<file path="src/rtl/trigger_ctrl_mc_pkg.sv">
// stopwatch_pkg: shared FSM state and mode encodings for the stopwatch trigger controller
package stopwatch_pkg;
  typedef enum logic [1:0] {IDLE, INIT, RUN, STOPPED} state_e;
  localparam logic MODE_TOGGLE = 1'b0;
  localparam logic MODE_LAP    = 1'b1;
endpackage

</file>
<file path="src/rtl/trigger_ctrl_mc_if.sv">
// trigger_ctrl_mc_if: per-channel trigger inputs and counter-control outputs
interface trigger_ctrl_mc_if #(parameter int N_CH = 1);
  logic [N_CH-1:0] trigger_in;
  logic [N_CH-1:0] mode_lap;
  logic [N_CH-1:0] latch_count;
  logic [N_CH-1:0] count_enb;
  logic [N_CH-1:0] count_init;
  modport master (output trigger_in, mode_lap, input latch_count, count_enb, count_init);
  modport slave (input trigger_in, mode_lap, output latch_count, count_enb, count_init);
endinterface

</file>
<file path="src/rtl/trigger_ctrl_mc_filter.sv">
// trigger_filter: synchroniser, debounce and rising-edge detect for one raw trigger
module trigger_filter #(
  parameter int SYNC_STAGES     = 2,
  parameter int DEBOUNCE_CYCLES = 4
) (
  input  logic sys_clk,
  input  logic reset_n,
  input  logic trig_raw,
  output logic level,
  output logic trig_edge
);
  localparam int DW = DEBOUNCE_CYCLES > 0 ? $clog2(DEBOUNCE_CYCLES + 1) : 1;
  logic [SYNC_STAGES-1:0] sync_q, sync_d;
  logic [DW-1:0] cnt_q, cnt_d;
  logic filt_q, filt_d, edge_q, edge_d;
  logic differ, at_limit;
  // Count cycles of disagreement; flip the filtered level once the count has reached the limit
  always_comb begin
    sync_d = {sync_q[SYNC_STAGES-2:0], trig_raw};
    differ = sync_q[SYNC_STAGES-1] ^ filt_q;
    at_limit = cnt_q == DW'(DEBOUNCE_CYCLES);
    cnt_d = (differ && !at_limit) ? cnt_q + 1'b1 : '0;
    filt_d = (differ && at_limit) ? ~filt_q : filt_q;
    edge_d = filt_d & ~filt_q;
  end
  // Synchroniser, debounce and edge registers
  always_ff @(posedge sys_clk or negedge reset_n) begin
    if (!reset_n) begin
      sync_q <= '0;
      cnt_q <= '0;
      filt_q <= 1'b0;
      edge_q <= 1'b0;
    end else begin
      sync_q <= sync_d;
      cnt_q <= cnt_d;
      filt_q <= filt_d;
      edge_q <= edge_d;
    end
  end
  assign level = filt_q;
  assign trig_edge = edge_q;
endmodule

</file>
<file path="src/rtl/trigger_ctrl_mc.sv">
// trigger_ctrl_mc: independent start/stop/lap stopwatch controllers, one per trigger channel
module trigger_ctrl_mc
  import stopwatch_pkg::*;
#(
  parameter int N_CH            = 1,
  parameter int SYNC_STAGES     = 2,
  parameter int DEBOUNCE_CYCLES = 4,
  parameter int HOLD_CYCLES     = 16
) (
  input logic sys_clk,
  input logic reset_n,
  trigger_ctrl_mc_if.slave bus
);
  localparam int HW = $clog2(HOLD_CYCLES + 1);
  genvar c;
  for (c = 0; c < N_CH; c++) begin : g_ch
    logic level, trig_edge, hold_full, long_press;
    state_e state_q, state_d;
    logic mode_q, mode_d;
    logic [HW-1:0] hold_q, hold_d;
    logic latch_q, latch_d, enb_q, enb_d, init_q, init_d;
    trigger_filter #(
      .SYNC_STAGES(SYNC_STAGES),
      .DEBOUNCE_CYCLES(DEBOUNCE_CYCLES)
    ) u_filt (
      .sys_clk(sys_clk),
      .reset_n(reset_n),
      .trig_raw(bus.trigger_in[c]),
      .level(level),
      .trig_edge(trig_edge)
    );
    assign hold_full = hold_q == HW'(HOLD_CYCLES);
    assign long_press = mode_q == MODE_LAP && hold_full;
    // State, mode, hold counter and registered outputs
    always_ff @(posedge sys_clk or negedge reset_n) begin
      if (!reset_n) begin
        state_q <= IDLE;
        mode_q <= MODE_TOGGLE;
        hold_q <= '0;
        latch_q <= 1'b0;
        enb_q <= 1'b0;
        init_q <= 1'b0;
      end else begin
        state_q <= state_d;
        mode_q <= mode_d;
        hold_q <= hold_d;
        latch_q <= latch_d;
        enb_q <= enb_d;
        init_q <= init_d;
      end
    end
    // Next state: start/restart on an edge, stop on a toggle edge or a lap-mode long press
    always_comb begin
      state_d = state_q;
      mode_d = mode_q;
      hold_d = (state_q == RUN && level) ? (hold_full ? hold_q : hold_q + 1'b1) : '0;
      case (state_q)
        IDLE, STOPPED: if (trig_edge) begin
          state_d = INIT;
          mode_d = bus.mode_lap[c];
        end
        INIT: state_d = RUN;
        RUN: if ((trig_edge && mode_q == MODE_TOGGLE) || long_press) state_d = STOPPED;
        default: state_d = IDLE;
      endcase
    end
    // Outputs: enable trails the state by a cycle so it stays high on the stop cycle's latch
    always_comb begin
      init_d = state_d == INIT;
      enb_d = state_q == INIT || state_q == RUN;
      latch_d = state_q == RUN && (trig_edge || long_press);
    end
    assign bus.latch_count[c] = latch_q;
    assign bus.count_enb[c] = enb_q;
    assign bus.count_init[c] = init_q;
  end
endmodule
</file>
<file path="src/flat_wrapper.sv">
// flat-port wrapper written by rule: the top's interface ports become plain ports
module trigger_ctrl_mc_flat import stopwatch_pkg::*;
#(
  parameter int N_CH            = 1,
  parameter int SYNC_STAGES     = 2,
  parameter int DEBOUNCE_CYCLES = 4,
  parameter int HOLD_CYCLES     = 16
)
  (sys_clk, reset_n, bus_trigger_in, bus_mode_lap, bus_latch_count, bus_count_enb, bus_count_init);
  trigger_ctrl_mc_if #(.N_CH(N_CH)) bus_i ();
  input logic sys_clk;
  input logic reset_n;
  input wire logic [$bits(bus_i.trigger_in)-1:0] bus_trigger_in;
  input wire logic [$bits(bus_i.mode_lap)-1:0] bus_mode_lap;
  output wire logic [$bits(bus_i.latch_count)-1:0] bus_latch_count;
  output wire logic [$bits(bus_i.count_enb)-1:0] bus_count_enb;
  output wire logic [$bits(bus_i.count_init)-1:0] bus_count_init;
  assign bus_i.trigger_in = bus_trigger_in;
  assign bus_i.mode_lap = bus_mode_lap;
  assign bus_latch_count = bus_i.latch_count;
  assign bus_count_enb = bus_i.count_enb;
  assign bus_count_init = bus_i.count_init;
  trigger_ctrl_mc #(.N_CH(N_CH), .SYNC_STAGES(SYNC_STAGES), .DEBOUNCE_CYCLES(DEBOUNCE_CYCLES), .HOLD_CYCLES(HOLD_CYCLES)) u_core (.sys_clk(sys_clk), .reset_n(reset_n), .bus(bus_i));
endmodule
</file>
<file path="config.mk">
export PLATFORM = sky130hd
export DESIGN_NAME = trigger_ctrl_mc_flat
export DESIGN_NICKNAME = d
export VERILOG_FILES = /design/src/rtl/trigger_ctrl_mc_pkg.sv /design/src/rtl/trigger_ctrl_mc_if.sv /design/src/rtl/trigger_ctrl_mc_filter.sv /design/src/rtl/trigger_ctrl_mc.sv /design/src/flat_wrapper.sv
export SDC_FILE = /design/constraint.sdc
export NUM_CORES = 1
export LEC_CHECK = 0
export ABC_AREA = 1
export CAP_MARGIN = 40
export CORE_MARGIN = 10
export CORE_UTILIZATION = 54
export DETAILED_ROUTE_END_ITERATION = 10
export PLACE_DENSITY = 0.75
export SLEW_MARGIN = 10
export SYNTH_ARGS = -nofsm -noshare
export SYNTH_HDL_FRONTEND = slang
export SYNTH_HIERARCHICAL = 1
export SYNTH_SLANG_ARGS = --single-unit
</file>
<file path="constraint.sdc">
create_clock -name sys_clk -period 1.5 [get_ports sys_clk]
set_clock_uncertainty 0.2 [all_clocks]
set_input_delay 0.3 -clock sys_clk [delete_from_list [all_inputs] [get_ports sys_clk]]
set_output_delay 0.3 -clock sys_clk [all_outputs]
set_load 0.02 [all_outputs]
</file>
==> results.cfg, run 1 <==
[outcome]
outcome = complete, no violations

[die]
row_count = 14
ios = 7
die_y_um = 59.1
initial_utilization_pct = 56.1
die_w_um = 59.1
core_mm2 = 0.00147
die_area_mm2 = 0.00349

[clock_tree]
ctsLongestPathBuffers = 2
clk_latency_ps = 290
clockRootBuffer = clkbuf_4
clk_pin_slew_worst_paths_ps = 100
cts.sinks = 18
cts_buffers = 3
ctsHoldBuffers = 0
cts_max_level = 1
cts_tree = yes

[placed_design]
io_buffers = 6
place_area_um2 = 913
hpwl_um = 959
dp_worst_setup_slack_ps = 91.8
place_congestion = 0.781

[logic_synthesis]
synth_warnings = 6
synthesis.nets = 99
syn-cell-area_um2 = 826
syn-instance-count = 90
synth.distinct_cells = 20
synth-seq-cells = 18
syn_area_per_cell_um2 = 9.18
ys_seq_area_share_pct = 54.5

[job]
cap_violations = 0

[detailed_routing]
wl_per_cell_um = 10.4
drc = 0
drt-total-wl_um = 1240
drtAntennaViolNets = 0
dr.pass1.iters = 4
drt-initial-drc-count = 11
vias = 577
drt-vias-per-instance = 4.85

[timing]
setup_viol = 0
hold_viol = 0
fin_crit_sh_pct = 96.2
clock.fmax_mhz = 693
rsz0062_at_grt = false
tightest_slew_ps = 222
min_period_ps = 1440
drv_slew = 0
max_slew_margin_pct = 85.2
fin_ws_ps = 56.5
final.setup.tns_ps = 0

[setup_path]
critPathLaunchType = flop
path_max_fanout = 1
path_buf_inv = 1
cpMaxStageDelayCell = dfrtp_1
critical-path-max-stage-delay_ps = 370
end_kind = primary output
criticalPathCategory = reg -> out
path_delay_family = flip-flops
crit_required_ps = 1000
worstPathArrival_ps = 940
crit_chain = clkdlybuf4s15_1

[global_route]
grt_use_total_pct = 8.33
globalRouteOverflowTotal = 0
grt_max_degree = 19
antenna_found_initial = 0
grt_pass1_vias = 560
grt_pass1_wl_um = 2250

[finish]
fin_util_pct = 64.9
syn_to_final_growth_pct = 15.6
final_common_cell = dfrtp_1
drive_gt1_share_pct = 19.4
layout_common_cells = 18 x dfrtp_1, 16 x inv_1, 16 x nand2_1
fin_area_um2 = 955
nets = 113
num_antenna_cells = 0

[power]
powerDensity_mw_per_mm2 = 1360
power_leakage_nw = 0.503
total_power_w = 0.00130
ir_worst_vdd_uv = 924

[worst_hold_path]
hold_path.class = in -> async
==> synth_stat cells <==
master	n	share of area, %
a21oi_1	2	1.2
dfrtp_1	18	55
ha_1	5	7.6
inv_1	16	7.3
inv_2	3	1.4
nand2_1	16	7.3
nand2_2	4	3.0
nand3_1	6	3.6
nand3_2	1	1.2
nand4_1	1	0.76
nor2_1	7	3.2
nor2_2	2	1.5
nor2_4	1	1.4
nor3_1	1	0.61
o211ai_1	1	0.91
o21a_1	1	0.91
o21ai_0	1	0.61
o21ai_1	2	1.2
or2_1	1	0.76
xor2_1	1	1.1
==> registers in the layout, indices dropped and copies added, names as in the netlist <==
name	flops
u_core/g_ch.u_filt/sync_q	2
u_core/g_ch.mode_q	1
u_core/g_ch.state_q	2
u_core/g_ch.u_filt/trig_edge	1
u_core/bus.count_init	1
u_core/bus.count_enb	1
u_core/g_ch.hold_q	5
u_core/g_ch.u_filt/level	1
u_core/g_ch.u_filt/cnt_q	3
u_core/bus.latch_count	1
==> where the power goes <==
part           switching [W]  total, W  internal [W]
sequential         0.0000801  0.000655      0.000575
clock               0.000144  0.000292      0.000148
combinational       0.000209  0.000353      0.000144
==> layer usage <==
layer,global-route usage [%],part of all wire (%)
met5,0,0
met3,3.00,4.2
met1,9.57,47
met4,5.90,2.5
met2,12.5,46
==> metrics by stage <==
stage	cells	hold slack, ps
6_report	119	127
2_1_floorplan	90	-196
3_5_place_dp	113	142
4_1_cts	117	130
3_3_place_gp	113	145
5_1_grt	119	135
==> what timing repair did <==
item | in CTS | in global routing
setup buffers | 0 | 2
setup endpoints to repair | 3 | 4
resized for setup | 3 | 5
pin swaps | 0 | 0
==> area by class of cell <==
| class | count | area, um2 |
|---|---|---|
| clock buffers | 4 | 36.3 |
| fillers | 132 | 517 |
| inverters | 19 | 71.3 |
| multi-input cells | 53 | 304 |
| flip-flops and latches | 18 | 450 |
| well taps | 16 | 20.0 |
| repair buffers | 9 | 72.6 |
==> path summary, 6_finish.rpt <==
| path | slack [ps] | from | endpoint | depth (start not counted) |
|---|---|---|---|---|
| max in group asynchronous | 780 | reset_n | u_core/g_ch[0].hold_q[0] | 2 |
| min reg2reg | 160 | u_core/g_ch[0].u_filt/sync_q[0] | u_core/g_ch[0].u_filt/sync_q[1] | 0 |
| max | 60 | u_core/bus.latch_count | bus_latch_count | 1 |
| max reg2reg | 130 | u_core/g_ch[0].state_q[0] | u_core/g_ch[0].mode_q | 5 |
| min | 130 | reset_n | u_core/bus.count_init | 2 |
| min in group sys_clk | 160 | u_core/g_ch[0].u_filt/sync_q[0] | u_core/g_ch[0].u_filt/sync_q[1] | 0 |
==> cell families after synthesis <==
family                     share of synthesized area, %
and+or+nand+nor                                    23.3
adders and majority gates                          7.58
DFF                                                54.5
buffers and inverters                              8.64
AOI/OAI and AO/OA                                  4.85
xor gates and xnor gates                           1.06
==> worst register-to-register path, stage by stage (launching register included) <==
cell and delay, ps:
dfrtp_1 400, inv_1 60, ha_1 370, inv_1 80, o21ai_1 120, nand2_1 60
Note: power is estimated with default switching activity, not from simulation.
==> run 2, diff against run 1 <==
- CELL_PAD_IN_SITES_DETAIL_PLACEMENT: default -> 0
- CELL_PAD_IN_SITES_GLOBAL_PLACEMENT: default -> 2
- CORE_UTILIZATION: 54 -> 34
- PLACE_DENSITY: 0.75 -> default
- PLACE_DENSITY_LB_ADDON: default -> 0.1
==> run 2 against run 1 <==
First-iteration DRC count did not move. Combinational power fell by 5.9%. Power fell by 1.6%. Cell area rose by 0.52%. Critical path type unchanged. Largest power group unchanged. Highest routed layer unchanged.
==> results.cfg, run 2 (synthesized netlist as in run 1, its figures left out) <==
[detailed_routing]
drc = 0
drt-initial-drc-count = 11
drt-total-wl_um = 1270
wl_per_cell_um = 9.87
vias = 557
drtAntennaViolNets = 0
dr.pass1.iters = 2
drt-vias-per-instance = 4.32

[setup_path]
path_delay_family = flip-flops
end_kind = primary output
worstPathArrival_ps = 930
crit_chain = clkdlybuf4s15_1
critical-path-max-stage-delay_ps = 370
path_max_fanout = 1
criticalPathCategory = reg -> out
rrSetupSlack_ps = 120
rr_endpoint = u_core/g_ch[0].hold_q[0]
cpMaxStageDelayCell = dfrtp_1
rr_startpoint = u_core/g_ch[0].hold_q[0]
path_buf_inv = 1
critPathLaunchType = flop
rr_worst_depth = 8
crit_required_ps = 1000

[clock_tree]
cts_max_level = 1
clockRootBuffer = clkbuf_4
cts_setup_buffers = 0
cts-resized-gates = 3
clk_latency_ps = 280
cts.sinks = 18
cts_buffers = 3
ctsLongestPathBuffers = 2
ctsHoldBuffers = 0
clk_pin_slew_worst_paths_ps = 110
cts_tree = yes

[global_route]
globalRouteOverflowTotal = 0
grt_pass1_wl_um = 2370
grt_max_degree = 19
antenna_found_initial = 0
grt_pass1_vias = 521
grt_use_total_pct = 5.87

[die]
row_count = 17
die_y_um = 69.3
die_w_um = 69.3
ios = 7
die_area_mm2 = 0.00480
initial_utilization_pct = 36.6
core_mm2 = 0.00225

[timing]
fin_ws_ps = 70.1
fin_crit_sh_pct = 95.3
final.setup.tns_ps = 0
rsz0062_at_grt = false
min_period_ps = 1430
tightest_slew_ps = 233
drv_slew = 0
hold_viol = 0
max_slew_margin_pct = 84.5
clock.fmax_mhz = 699
setup_viol = 0

[finish]
final_common_cell = dfrtp_1
nets = 111
fill_cells = 246
drive_gt1_share_pct = 16.8
top_regs = u_core/g_ch.hold_q x5, u_core/g_ch.u_filt/cnt_q x3
largest_register_ffs = 5
num_antenna_cells = 0
layout_common_cells = 18 x dfrtp_1, 16 x inv_1, 16 x nand2_1
largest-register = u_core/g_ch.hold_q
syn_to_final_growth_pct = 16.2

[placed_design]
place_congestion = 0.728
dp_worst_setup_slack_ps = 89.0
io_buffers = 6
hpwl_um = 1020

[power]
total_power_w = 0.00128
ir_worst_vdd_uv = 599
power_leakage_nw = 0.493
powerDensity_mw_per_mm2 = 1330

[outcome]
outcome = complete, no violations

[job]
cap_violations = 0

[worst_hold_path]
hold_path.class = in -> async
==> run 2: changes by cell type in the layout (fill, tap and decap cells not counted), sizes merged <==
| cell | delta |
|---|---|
| clkdlybuf4s15 | +1 |
| buf | -2 |
| clkbuf | -1 |
==> run 2: worst max-delay path by stage <==
stage                                    startpoint                        to  depth (start not counted)
after floorplan           u_core/g_ch[0].state_q[0]     u_core/g_ch[0].mode_q                          5
after global placement        u_core/bus.count_init            bus_count_init                          1
after detailed placement       u_core/bus.count_enb             bus_count_enb                          1
after CTS                      u_core/bus.count_enb             bus_count_enb                          1
after global routing       u_core/g_ch[0].hold_q[0]  u_core/g_ch[0].hold_q[0]                          8
final                          u_core/bus.count_enb             bus_count_enb                          1
==> run 2: where the power goes <==
part / switching, W / internal [W]
combinational: 0.000199 / 0.000133
clock: 0.000142 / 0.000147
sequential: 0.0000826 / 0.000575
total: 0.000424 / 0.000855
==> run 2: through the flow <==
step	cell area [um2]	hold slack [ps]	utilization, %	std cells
after detailed placement	928	138	41.2	125
after global routing	960	132	42.6	129
final	960	126	42.6	129
after CTS	961	128	42.6	129
after floorplan	826	-196	-	90
after global placement	928	145	41.2	125
==> run 2: routing by layer <==
layer	track usage, %	routed length (um)	vias to the layer above
li1	-	-	297
met1	7.11	639	253
met2	8.47	564	5
met3	2.43	52	2
met4	3.33	17	0
met5	0	0	-
==> run 2: area by class of cell <==
class | count | area, um2 | area share [%]
Clock buffer | 4 | 36.3 | 3.78
Inverter | 19 | 71.3 | 7.43
Tap cell | 28 | 35.0 | 3.65
Timing Repair Buffer | 7 | 62.6 | 6.52
Sequential cell | 18 | 450 | 46.9
Multi-Input combinational cell | 53 | 304 | 31.7
==> run 3, diff against run 2 <==
- CAP_MARGIN: 40 -> default
- CORE_MARGIN: 10 -> default
- GPL_TIMING_DRIVEN: default -> 1
==> run 3 against run 2 <==
Wire length is 0.86% lower. Maximum frequency is 0.30% lower. Clock power barely moved.
==> results.cfg, run 3 (synthesized netlist as in run 1, its figures left out) <==
[die]
core_mm2 = 0.00225
row_count = 17
initial_utilization_pct = 36.6
die_area_mm2 = 0.00263
ios = 7
die_y_um = 51.3
die_w_um = 51.3

[finish]
fill_cells = 232
syn_to_final_growth_pct = 17.1
final_common_cell = dfrtp_1
top_regs = u_core/g_ch.hold_q x5, u_core/g_ch.u_filt/cnt_q x3
num_antenna_cells = 0
layout_common_cells = 18 x dfrtp_1, 16 x inv_1, 16 x nand2_1
largest-register = u_core/g_ch.hold_q
nets = 112
drive_gt1_share_pct = 17.6
multi_input_area_um2 = 304
largest_register_ffs = 5
fin_area_um2 = 967
regArea_um2 = 450

[detailed_routing]
wl_per_cell_um = 9.71
drt-initial-drc-count = 4
drtAntennaViolNets = 0
drc = 0
vias = 565
drt-vias-per-instance = 4.35
dr.pass1.iters = 4
drt-total-wl_um = 1260

[global_route]
grt_pass1_wl_um = 2310
antenna_found_initial = 0
grt_use_total_pct = 12.3
grt_pass1_vias = 531
globalRouteOverflowTotal = 0
grt_max_degree = 19

[power]
intPower_w = 0.000869
powerDensity_mw_per_mm2 = 1350
power_leakage_nw = 0.498
combPwrFrac_pct = 26.9
ir_worst_vdd_uv = 689
swShare_pct = 33.5
p_switching_w = 0.000437
p_seq_share_pct = 50.6
power_frac_clock_pct = 22.4

[setup_path]
cpMaxStageDelayCell = dfrtp_1
end_kind = primary output
crit_chain = clkdlybuf4s15_1
crit_required_ps = 1000
rr_endpoint = u_core/g_ch[0].mode_q
path_max_fanout = 1
rr_worst_depth = 5
rrSetupSlack_ps = 130
path_buf_inv = 1
critPathLaunchType = flop
rr_startpoint = u_core/g_ch[0].state_q[0]
criticalPathCategory = reg -> out
worstPathArrival_ps = 930
critical-path-max-stage-delay_ps = 370
path_delay_family = flip-flops

[clock_tree]
cts_buffers = 3
clk_pin_slew_worst_paths_ps = 100
ctsLongestPathBuffers = 2
cts_max_level = 1
cts_tree = yes
clockRootBuffer = clkbuf_4
ctsHoldBuffers = 0
clk_latency_ps = 290
cts.sinks = 18

[timing]
hold_viol = 0
clock.fmax_mhz = 697
setup_viol = 0
tightest_slew_ps = 225
max_slew_margin_pct = 85.0
drv_slew = 0
fin_crit_sh_pct = 95.6
whs_ps = 131
min_period_ps = 1430

[job]
cap_violations = 0

[placed_design]
place_congestion = 0.693
io_buffers = 6
hpwl_um = 926
place_area_um2 = 928

[worst_hold_path]
hold_path.class = in -> async

[outcome]
outcome = complete, no violations
==> run 3: area by class of cell <==
type                            instances  share of cell area (%)
Clock buffer                            4                    3.75
Multi-Input combinational cell         53                    31.4
Sequential cell                        18                    46.6
Timing Repair Buffer                    8                    7.24
Tap cell                               28                    3.62
Inverter                               19                    7.37
==> run 3: power by group through the flow <==
stage	clock (W)	combinational, W	sequential (W)
floorplan	0	0.000258	0.000656
global placement	0	0.000341	0.000669
detailed placement	0	0.000342	0.000671
CTS	0.000310	0.000341	0.000661
global route	0.000341	0.000428	0.000675
finish	0.000293	0.000352	0.000662
==> run 3: repair_timing <==
item / in CTS / in global routing
buffers inserted: 0 / 1
resized for setup: 3 / 4
pin swaps: 0 / 0
setup endpoints to repair: 3 / 4
==> run 3: worst max path at each step <==
stage	from	to	cells after the start
2_1_floorplan	u_core/g_ch[0].state_q[0]	u_core/g_ch[0].mode_q	5
3_3_place_gp	u_core/bus.count_init	bus_count_init	1
3_5_place_dp	u_core/bus.count_enb	bus_count_enb	1
4_1_cts	u_core/bus.count_enb	bus_count_enb	1
5_1_grt	u_core/g_ch[0].hold_q[0]	u_core/g_ch[0].hold_q[0]	8
6_report	u_core/bus.count_init	bus_count_init	1
==> run 3: per-stage QoR <==
| stage | TNS, ps | util (%) | setup slack, ps | cells | total power, W |
|---|---|---|---|---|---|
| global route | -7.97 | 42.9 | -7.97 | 130 | 0.00144 |
| floorplan | 0 | - | 238 | 90 | 0.000914 |
| CTS | 0 | 42.6 | 9.62 | 129 | 0.00131 |
| global placement | 0 | 41.2 | 109 | 125 | 0.00101 |
| finish | 0 | 42.9 | 65.9 | 130 | 0.00131 |
| detailed placement | 0 | 41.2 | 101 | 125 | 0.00101 |
==> run 3: metal layers <==
layer | GRT usage [%] | vias up | share of wire [%]
met2 | 17.5 | 5 | 45
met5 | 0 | - | 0
li1 | - | 299 | -
met4 | 6.76 | 0 | 1.1
met1 | 15.9 | 259 | 51
met3 | 4.46 | 2 | 2.4
